`src/rtl/mem_access_ctrl.sv`:
```
// MEM-stage load/store unit: decodes RV32I access size, runs a req/ack bus
// handshake with timeout, and returns lane-selected, extended load data.
module mem_access_ctrl #(
  parameter int unsigned TIMEOUT = 15
) (
  input  logic        clk,
  input  logic        rst_n,
  input  logic        mem_read,
  input  logic        mem_wen,
  input  logic [2:0]  funct3,
  input  logic [31:0] addr,
  input  logic [31:0] wdata,
  output logic        stall,
  output logic [31:0] load_data,
  output logic        load_valid,
  output logic        misalign_err,
  output logic        bus_err,
  output logic        bus_req,
  output logic        bus_we,
  output logic [31:0] bus_addr,
  output logic [3:0]  bus_be,
  output logic [31:0] bus_wdata,
  input  logic [31:0] bus_rdata,
  input  logic        bus_ack
);

  localparam int unsigned CNT_W = 8;

  typedef enum logic [1:0] {IDLE, REQ, DONE} state_t;

  state_t            state_q, state_d;
  logic [CNT_W-1:0]  cnt_q, cnt_d;
  logic [1:0]        lane_q, lane_d;
  logic [2:0]        f3_q, f3_d;
  logic              is_load_q, is_load_d;

  logic [31:0]       load_data_d;
  logic              load_valid_d, misalign_d, bus_err_d;
  logic              bus_req_d, bus_we_d;
  logic [31:0]       bus_addr_d, bus_wdata_d;
  logic [3:0]        bus_be_d;

  logic              acc, legal, f3_ok, align_ok;
  logic [3:0]        be_c;
  logic [31:0]       wdata_c, lane_word, ext_c;

  assign acc = mem_read | mem_wen;

  // Legality: funct3 set depends on load vs store, plus natural alignment
  always_comb begin
    f3_ok = 1'b0;
    if (mem_read) begin
      case (funct3)
        3'b000, 3'b001, 3'b010, 3'b100, 3'b101: f3_ok = 1'b1;
        default:                                f3_ok = 1'b0;
      endcase
    end else begin
      case (funct3)
        3'b000, 3'b001, 3'b010: f3_ok = 1'b1;
        default:                f3_ok = 1'b0;
      endcase
    end
    case (funct3[1:0])
      2'b01:   align_ok = ~addr[0];
      2'b10:   align_ok = (addr[1:0] == 2'b00);
      default: align_ok = 1'b1;
    endcase
    legal = acc & ~(mem_read & mem_wen) & f3_ok & align_ok;
  end

  // Byte enables and lane-replicated store data
  always_comb begin
    case (funct3[1:0])
      2'b00: begin
        be_c    = 4'(4'b0001 << addr[1:0]);
        wdata_c = {4{wdata[7:0]}};
      end
      2'b01: begin
        be_c    = 4'(4'b0011 << {addr[1], 1'b0});
        wdata_c = {2{wdata[15:0]}};
      end
      default: begin
        be_c    = 4'b1111;
        wdata_c = wdata;
      end
    endcase
  end

  // Load lane select and sign/zero extension; funct3[2] marks unsigned
  always_comb begin
    lane_word = bus_rdata >> {lane_q, 3'b000};
    case (f3_q[1:0])
      2'b00:   ext_c = {{24{~f3_q[2] & lane_word[7]}}, lane_word[7:0]};
      2'b01:   ext_c = {{16{~f3_q[2] & lane_word[15]}}, lane_word[15:0]};
      default: ext_c = lane_word;
    endcase
  end

  // Next-state and next-output logic
  always_comb begin
    state_d      = state_q;
    cnt_d        = cnt_q;
    lane_d       = lane_q;
    f3_d         = f3_q;
    is_load_d    = is_load_q;
    load_data_d  = load_data;
    load_valid_d = 1'b0;
    misalign_d   = 1'b0;
    bus_err_d    = 1'b0;
    bus_req_d    = bus_req;
    bus_we_d     = bus_we;
    bus_addr_d   = bus_addr;
    bus_be_d     = bus_be;
    bus_wdata_d  = bus_wdata;
    stall        = 1'b0;

    case (state_q)
      IDLE: begin
        if (acc) begin
          if (legal) begin
            stall       = rst_n;
            state_d     = REQ;
            cnt_d       = '0;
            bus_req_d   = 1'b1;
            bus_we_d    = mem_wen;
            bus_addr_d  = {addr[31:2], 2'b00};
            bus_be_d    = be_c;
            bus_wdata_d = wdata_c;
            lane_d      = addr[1:0];
            f3_d        = funct3;
            is_load_d   = mem_read;
          end else begin
            misalign_d = 1'b1;
          end
        end
      end
      REQ: begin
        stall = rst_n;
        if (bus_ack) begin
          bus_req_d    = 1'b0;
          state_d      = DONE;
          load_valid_d = is_load_q;
          if (is_load_q) load_data_d = ext_c;
        end else if (cnt_q == CNT_W'(TIMEOUT - 1)) begin
          bus_req_d = 1'b0;
          bus_err_d = 1'b1;
          state_d   = IDLE;
        end else begin
          cnt_d = cnt_q + CNT_W'(1);
        end
      end
      DONE:    state_d = IDLE;
      default: state_d = IDLE;
    endcase
  end

  // State and registered outputs
  always_ff @(posedge clk or negedge rst_n) begin
    if (!rst_n) begin
      state_q      <= IDLE;
      cnt_q        <= '0;
      lane_q       <= '0;
      f3_q         <= '0;
      is_load_q    <= 1'b0;
      load_data    <= '0;
      load_valid   <= 1'b0;
      misalign_err <= 1'b0;
      bus_err      <= 1'b0;
      bus_req      <= 1'b0;
      bus_we       <= 1'b0;
      bus_addr     <= '0;
      bus_be       <= '0;
      bus_wdata    <= '0;
    end else begin
      state_q      <= state_d;
      cnt_q        <= cnt_d;
      lane_q       <= lane_d;
      f3_q         <= f3_d;
      is_load_q    <= is_load_d;
      load_data    <= load_data_d;
      load_valid   <= load_valid_d;
      misalign_err <= misalign_d;
      bus_err      <= bus_err_d;
      bus_req      <= bus_req_d;
      bus_we       <= bus_we_d;
      bus_addr     <= bus_addr_d;
      bus_be       <= bus_be_d;
      bus_wdata    <= bus_wdata_d;
    end
  end

endmodule
```
`config.mk`:
```
export PLATFORM = sky130hd
export DESIGN_NAME = mem_access_ctrl
export DESIGN_NICKNAME = d
export VERILOG_FILES = /design/src/rtl/mem_access_ctrl.sv
export SDC_FILE = /design/constraint.sdc
export NUM_CORES = 1
export LEC_CHECK = 0
export BUFFER_PORTS_ARGS = -buffer_cell sky130_fd_sc_hd__buf_2
export CAP_MARGIN = 20
export CORE_MARGIN = 3
export CORE_UTILIZATION = 40
export DETAILED_ROUTE_END_ITERATION = 8
export MAX_ROUTING_LAYER = met4
export PLACE_DENSITY = 0.7
export SLEW_MARGIN = 20
export SYNTH_ARGS = -nofsm -noshare
export SYNTH_HDL_FRONTEND = slang
export SYNTH_SLANG_ARGS = --single-unit
```
`constraint.sdc`:
```
create_clock -name clk -period 3.1 [get_ports clk]
set_clock_uncertainty 0.05 [all_clocks]
set_input_delay 0.62 -clock clk [delete_from_list [all_inputs] [get_ports clk]]
set_output_delay 0.62 -clock clk [all_outputs]
set_load 0.05 [all_outputs]
```
==> results of run 1 <==
[cell usage after synthesis (8+ instances only)]
master    count
clkbuf_1     11
o22a_1        8
dfrtp_1     119
a211oi_1      8
nand2_1      36
a21oi_1      26
a22o_1        8
nor2b_1      13
a22oi_1       8
mux2i_1      15
and2_1        9
inv_1         9
mux2_2       83
o21ai_0      11
nor2_1       38
[flip-flops by register name (all words and copies together) (netlist names), 2 cells and up]
register / cells
bus_addr: 30
bus_be: 4
bus_wdata: 32
cnt_q: 8
f3_q: 3
lane_q: 2
load_data: 32
state_q: 2
[layer usage]
metal  vias to the layer above  global-route usage  routed length, um  part of all wire
li1                       2097                   -                  -                 -
met1                      2212               0.236               6120              0.41
met2                       184               0.311               7320              0.49
met3                        22              0.0725               1260             0.084
met4                         0              0.0690                265             0.018
met5                         -                   -                  0                 0
[metrics by stage]
stage | power, mW | cells
floorplan | 5.84 | 476
global placement | 6.85 | 839
detailed placement | 6.94 | 839
CTS | 8.97 | 871
global route | 9.32 | 872
finish | 8.90 | 872
[cell type report]
class | instances | share of cell area
Multi-Input combinational cell | 319 | 0.330
Inverter | 10 | 0.00507
Tap cell | 176 | 0.0297
Timing Repair Buffer | 215 | 0.152
Clock inverter | 9 | 0.0166
Antenna cell | 1 | 0.000338
Sequential cell | 119 | 0.402
Clock buffer | 23 | 0.0645
[power breakdown]
group	leakage (nW)	switching, mW	internal, mW	total (mW)
clock	0.297	0.669	1.32	1.99
combinational	1.88	3.12	1.16	4.28
sequential	1.44	0.418	2.21	2.63
total	3.61	4.21	4.69	8.90
[kinds of logic after synthesis]
group	synth area share
adder cells (fa/ha/maj)	0.0133
other	0.000667
XOR/XNOR	0.00623
buffers and inverters	0.0363
AO/OA/AOI/OAI	0.110
AND/OR/NAND/NOR	0.0970
flip-flops	0.529
multiplexers	0.207
[how the worst max path moves through the flow]
stage,endpoint,cells after the start
detailed placement,stall,8
global placement,stall,8
finish,stall,8
CTS,stall,8
floorplan,stall,8
global route,stall,8
[worst max-delay path, cell delays in order]
cell and delay (ns):
buf_2 0.13, inv_1 0.09, ha_1 0.30, nor2_2 0.09, a2bb2oi_2 0.19, a211oi_4 0.28
o211a_1 0.18, buf_2 0.26
==> results.md, run 1 <==
- Status: completed
- First-pass GRT wire length: 23900 um
- Total number of vias: 4515
- Crit path time final: 2.82 ns
- Synth top area share: 0.529
- Synth area leaders: dfrtp_1 53%, mux2_2 17%, mux2i_1 2.7%
- Critical Path Source: funct3[1]
- CP endpoint kind: output port
- CTS tree: yes
- I/O Buffers: 207
- Reg-to-reg startpoint: cnt_q[0]
- Largest net degree at the start of global routing: 120
- H-tree depth: 4
- Setup TNS Final: 0 ns
- Worst VDD drop: 0.684 mV
- Number of synthesized flops with an enable pin: 0
- Total core area: 13500 um2
- Die Ht: 125 um
- Required @ worst endpoint: 2.43 ns
- Final setup margin: 0.284 ns
- Final Util: 0.549
- Storage element area: 2980 um2
- Slew Limit Fails: 0
- Multi-input logic area: 2450 um2
- # DRC: 0
- Synth Cell Area: 5620 um2
- GRT Total Usage: 0.198
- Worst skew pair latency: 0.41 ns
- Ys flop type: dfrtp_1
- Final Cell Area: 7410 um2
- Pwr Density: 1200 nW/um2
- R2r endpoint: bus_req
- Final Hold Vio Count: 0
- Final hold slack: 0.293 ns
- Clock slew at the register clock pins of the worst setup and hold paths: 0.05 ns
- R2R depth: 6
- Placer Congestion: 0.861
- Reg2Reg Setup Slack: 0.92 ns
- Sequential share of the synthesized area: 0.529
- NumNets Final: 792
- Post-CTS Resized: 0
- Final setup vio count: 0
- Most common cell after layout, fill and taps aside: buf_2
- Sinks on Clock Net: 119
- Grt ovf: 0
- Asr flop ratio synth: 1.00
- Distinct cells, synth: 48
- Synthesis-to-layout area growth: 31.7%
- I/O Pins: 210
- Full die area: 15500 um2
- Post-DP Area: 6810 um2
- CP Max Fanout: 7
- Tcrit/Tclk final: 0.908
- Startpoint Class: input pin
- Slew headroom: 0.579
- Leading area contributor after synthesis: dfrtp_1
- DP Worst Slack: 0.285 ns
- Initial DRC count: 261
- Syn Inst Count: 475
- Crit path kind: in2out
- Filler cells: 1174
- Via/cell ratio: 5.18
- Initial antenna violation count: 1
- RSZ-0062 raised after global routing: no
- Rows: 42
- Proportion of layout cells with a drive suffix above 1: 0.485
- Pleak: 3.61 nW
- Final wirelength: 15000 um
- Cts hold-fix bufs: 0
- Wirelength per Cell: 17.2 um
- CP arrival: 2.15 ns
- Worst-Margin Slew: 0.631 ns
- Root buffer selected by CTS: clkbuf_16
- Fmax: 355 MHz
- CTS buffer count: 17
- ANT nets after route: 0
- CTS max path bufs: 2
- DP HPWL: 10900 um
- Initial core utilization: 0.416
- YS warnings: 0
- Synth Register Bits: 119
- Setup bufs post-CTS: 0
- Pre-antenna DRT Iters: 4
- Number of global-route vias before repair: 4740
- Mapped Avg Cell Area: 11.8 um2
- Die Wd: 125 um
- Max-Cap Viols: 0
- HP Class: in2async
- Most frequent cells in the layout: 206 x buf_2, 119 x dfrtp_1, 83 x mux2_2
(Power assumes the default switching activity.)
==> run 2, diff against run 1 <==
--- a/config.mk
+++ b/config.mk
@@ -7,11 +7,15 @@
 export LEC_CHECK = 0
 export BUFFER_PORTS_ARGS = -buffer_cell sky130_fd_sc_hd__buf_2
 export CAP_MARGIN = 20
+export CELL_PAD_IN_SITES_DETAIL_PLACEMENT = 1
+export CELL_PAD_IN_SITES_GLOBAL_PLACEMENT = 1
 export CORE_MARGIN = 3
-export CORE_UTILIZATION = 40
+export CORE_UTILIZATION = 38
 export DETAILED_ROUTE_END_ITERATION = 8
+export HOLD_SLACK_MARGIN = 0.05
 export MAX_ROUTING_LAYER = met4
-export PLACE_DENSITY = 0.7
+export PLACE_DENSITY = 0.83
+export SKIP_LAST_GASP = 1
 export SLEW_MARGIN = 20
 export SYNTH_ARGS = -nofsm -noshare
 export SYNTH_HDL_FRONTEND = slang
==> run 2 against run 1 <==
Final cell count increased by 0.23%. Sequential share of layout area decreased by 0.36 points. Sequential power increased by 2%. Worst setup slack improved by 0.039 ns. Count of clock-buffer cells in the layout increased by 1. Via count increased by 2.0%. Flip-flop and latch count unchanged. Utilization decreased by 2.0 points. Combinational power about the same. Power increased by 3.3%. Critical path depth unchanged. Largest cell class unchanged. Highest routed layer unchanged.
==> results.md, run 2 (synthesis results as in run 1) <==
- Status: completed
- Worst VDD drop: 0.546 mV (-20%)
- Internal Power: 4.90 mW (+4.5%)
- RSZ-0062 raised after global routing: no
- Post-CTS Resized: 0 (unchanged)
- Full die area: 16300 um2 (+5.0%)
- CP Max Fanout: 3 (-4)
- NetSw: 4.29 mW (+2.0%)
- R2r endpoint: load_data[23]
- CP endpoint kind: output port
- Diodes inserted: 0 (-1)
- CTS buffer count: 17 (unchanged)
- DP HPWL: 12200 um (+12%)
- Most frequent cells in the layout: 206 x buf_2, 119 x dfrtp_1, 83 x mux2_2
- CP cell instances: buf_2, inv_1, ha_1, nor2b_1, o21bai_1, a211oi_4, o211a_1, buf_2
- HP Class: in2async
- Wirelength per Cell: 19.6 um (+14%)
- Most common cell after layout, fill and taps aside: buf_2
- Sequential share of power: 0.290 (-0.006)
- Clock network fraction of total power: 0.241 (+0.018)
- Tcrit/Tclk final: 0.896 (-0.0125)
- Power Total: 9.19 mW (+3.3%)
- Gate power share: 0.469 (-0.012)
- Reg2Reg Setup Slack: 0.78 ns (-0.14 ns)
- CTS tree: yes
- H-tree depth: 4 (unchanged)
- Fmax: 360 MHz (+1.4%)
- Worst path bufs/invs: 3 (unchanged)
- Sinks on Clock Net: 119 (unchanged)
- Worst-Margin Slew: 0.677 ns (+0.0461 ns)
- CP max stage cell: a211oi_4
- Die Wd: 128 um (+2.5%)
- Total number of vias: 4607 (+2.0%)
- Largest net degree at the start of global routing: 120 (unchanged)
- CTS max path bufs: 2 (unchanged)
- Max-Cap Viols: 0 (unchanged)
- Required @ worst endpoint: 2.43 ns (about the same)
- # DRC: 0 (unchanged)
- Startpoint Class: input pin
- Final Util: 0.528 (-0.0202)
- Final Hold Vio Count: 0 (unchanged)
- Final setup vio count: 0 (unchanged)
- Number of global-route vias before repair: 5084 (+7.3%)
- Slew headroom: 0.546 (-0.0338)
- Initial core utilization: 0.397 (-0.0190)
- Pre-antenna DRT Iters: 4 (unchanged)
- Proportion of layout cells with a drive suffix above 1: 0.486 (+0.000699)
- Setup bufs post-CTS: 0 (unchanged)
- Cts hold-fix bufs: 0 (unchanged)
- Clock slew at the register clock pins of the worst setup and hold paths: 0.05 ns (about the same)
- CP dominant cell by count: buf_2
- Largest registers: bus_wdata x32, load_data x32, bus_addr x30
- Switching Fraction: 0.467 (-0.00614)
- Rows: 43 (+2.4%)
- I/O Buffers: 207 (unchanged)
- NumNets Final: 792 (unchanged)
- Synthesis-to-layout area growth: 32.9%
- Critical Path Stages: 8 (unchanged)
- Max incr delay on CP: 0.34 ns (+0.04 ns)
- Initial DRC count: 170 (-35%)
- Crit path kind: in2out
- Crit path time final: 2.78 ns (-0.0388 ns)
- Setup TNS Final: 0 ns (unchanged)
- Grt ovf: 0 (unchanged)
- CP arrival: 2.11 ns (-0.04 ns)
- Pwr Density: 1230 nW/um2 (+2.4%)
- ANT nets after route: 0 (unchanged)
- Die Ht: 128 um (+2.5%)
- Placer Congestion: 0.830 (-3.6%)
- I/O Pins: 210 (unchanged)
- Crit-path leading delay family: compound AO/OA/AOI/OAI gates
- Worst skew pair latency: 0.41 ns (about the same)
- Via/cell ratio: 5.27 (+1.8%)
- Final wirelength: 17100 um (+14%)
- GRT Total Usage: 0.219 (+0.0208)
- Slew Limit Fails: 0 (unchanged)
- R2R depth: 4 (-2)
- Post-placement cell count: 843 (+0.48%)
- Final hold slack: 0.300 ns (+0.00648 ns)
- Reg-to-reg startpoint: lane_q[1]
- First-pass GRT wire length: 27100 um (+13%)
- Root buffer selected by CTS: clkbuf_16
- Pleak: 3.64 nW (+0.82%)
- Final cell count without fillers: 874 (+0.23%)
- Total core area: 14100 um2 (+4.8%)
- Initial antenna violation count: 0 (-1)
[run 2: cell types whose count changed in the layout (fill, tap and decap cells not counted), sizes merged]
cell	change
clkbuf	+1
diode	-1
bufinv	+2
clkinv	-3
clkinvlp	-1
[run 2: routing by layer]
metal | global-route usage | up-vias | wire (um)
li1 | - | 2093 | -
met1 | 0.261 | 2325 | 6960
met2 | 0.366 | 160 | 8740
met3 | 0.0579 | 29 | 1070
met4 | 0.0655 | 0 | 325
met5 | - | - | 0
[run 2: worst reg2reg max path, cell delays in order (launching register included)]
cell and delay (ns):
dfrtp_1 0.75, mux4_2 0.64, o22ai_1 0.22, o21ai_1 0.26, o22a_1 0.29
[run 2: power groups by stage]
stage / registers, mW / logic (mW) / clock network, mW
2_1_floorplan: 4.71 / 1.13 / 0
3_3_place_gp: 2.63 / 4.22 / 0
3_5_place_dp: 2.68 / 4.32 / 0
4_1_cts: 2.67 / 4.35 / 2.26
5_1_grt: 2.76 / 4.53 / 2.34
6_report: 2.67 / 4.31 / 2.22
[run 2: worst max-delay path by stage]
stage | start | end | slack, ns
after global placement | funct3[0] | stall | 0.38
after global routing | funct3[0] | stall | 0.24
final | funct3[0] | stall | 0.32
after CTS | funct3[0] | stall | 0.32
after floorplan | funct3[1] | stall | 0.05
after detailed placement | funct3[0] | stall | 0.34
[run 2: layout make-up]
cell class,instances,area (um2)
well taps,180,225
inverters,10,37.5
fillers,1593,6670
multi-input cells,319,2450
repair buffers,215,1120
clock buffers,24,502
clock inverters,7,164
flip-flops and latches,119,2980
[run 2: stage by stage]
step,area (um2),setup WS [ns]
after floorplan,5630,0.0550
after global placement,6810,0.383
after detailed placement,6810,0.338
after CTS,7480,0.325
after global routing,7480,0.240
final,7480,0.323
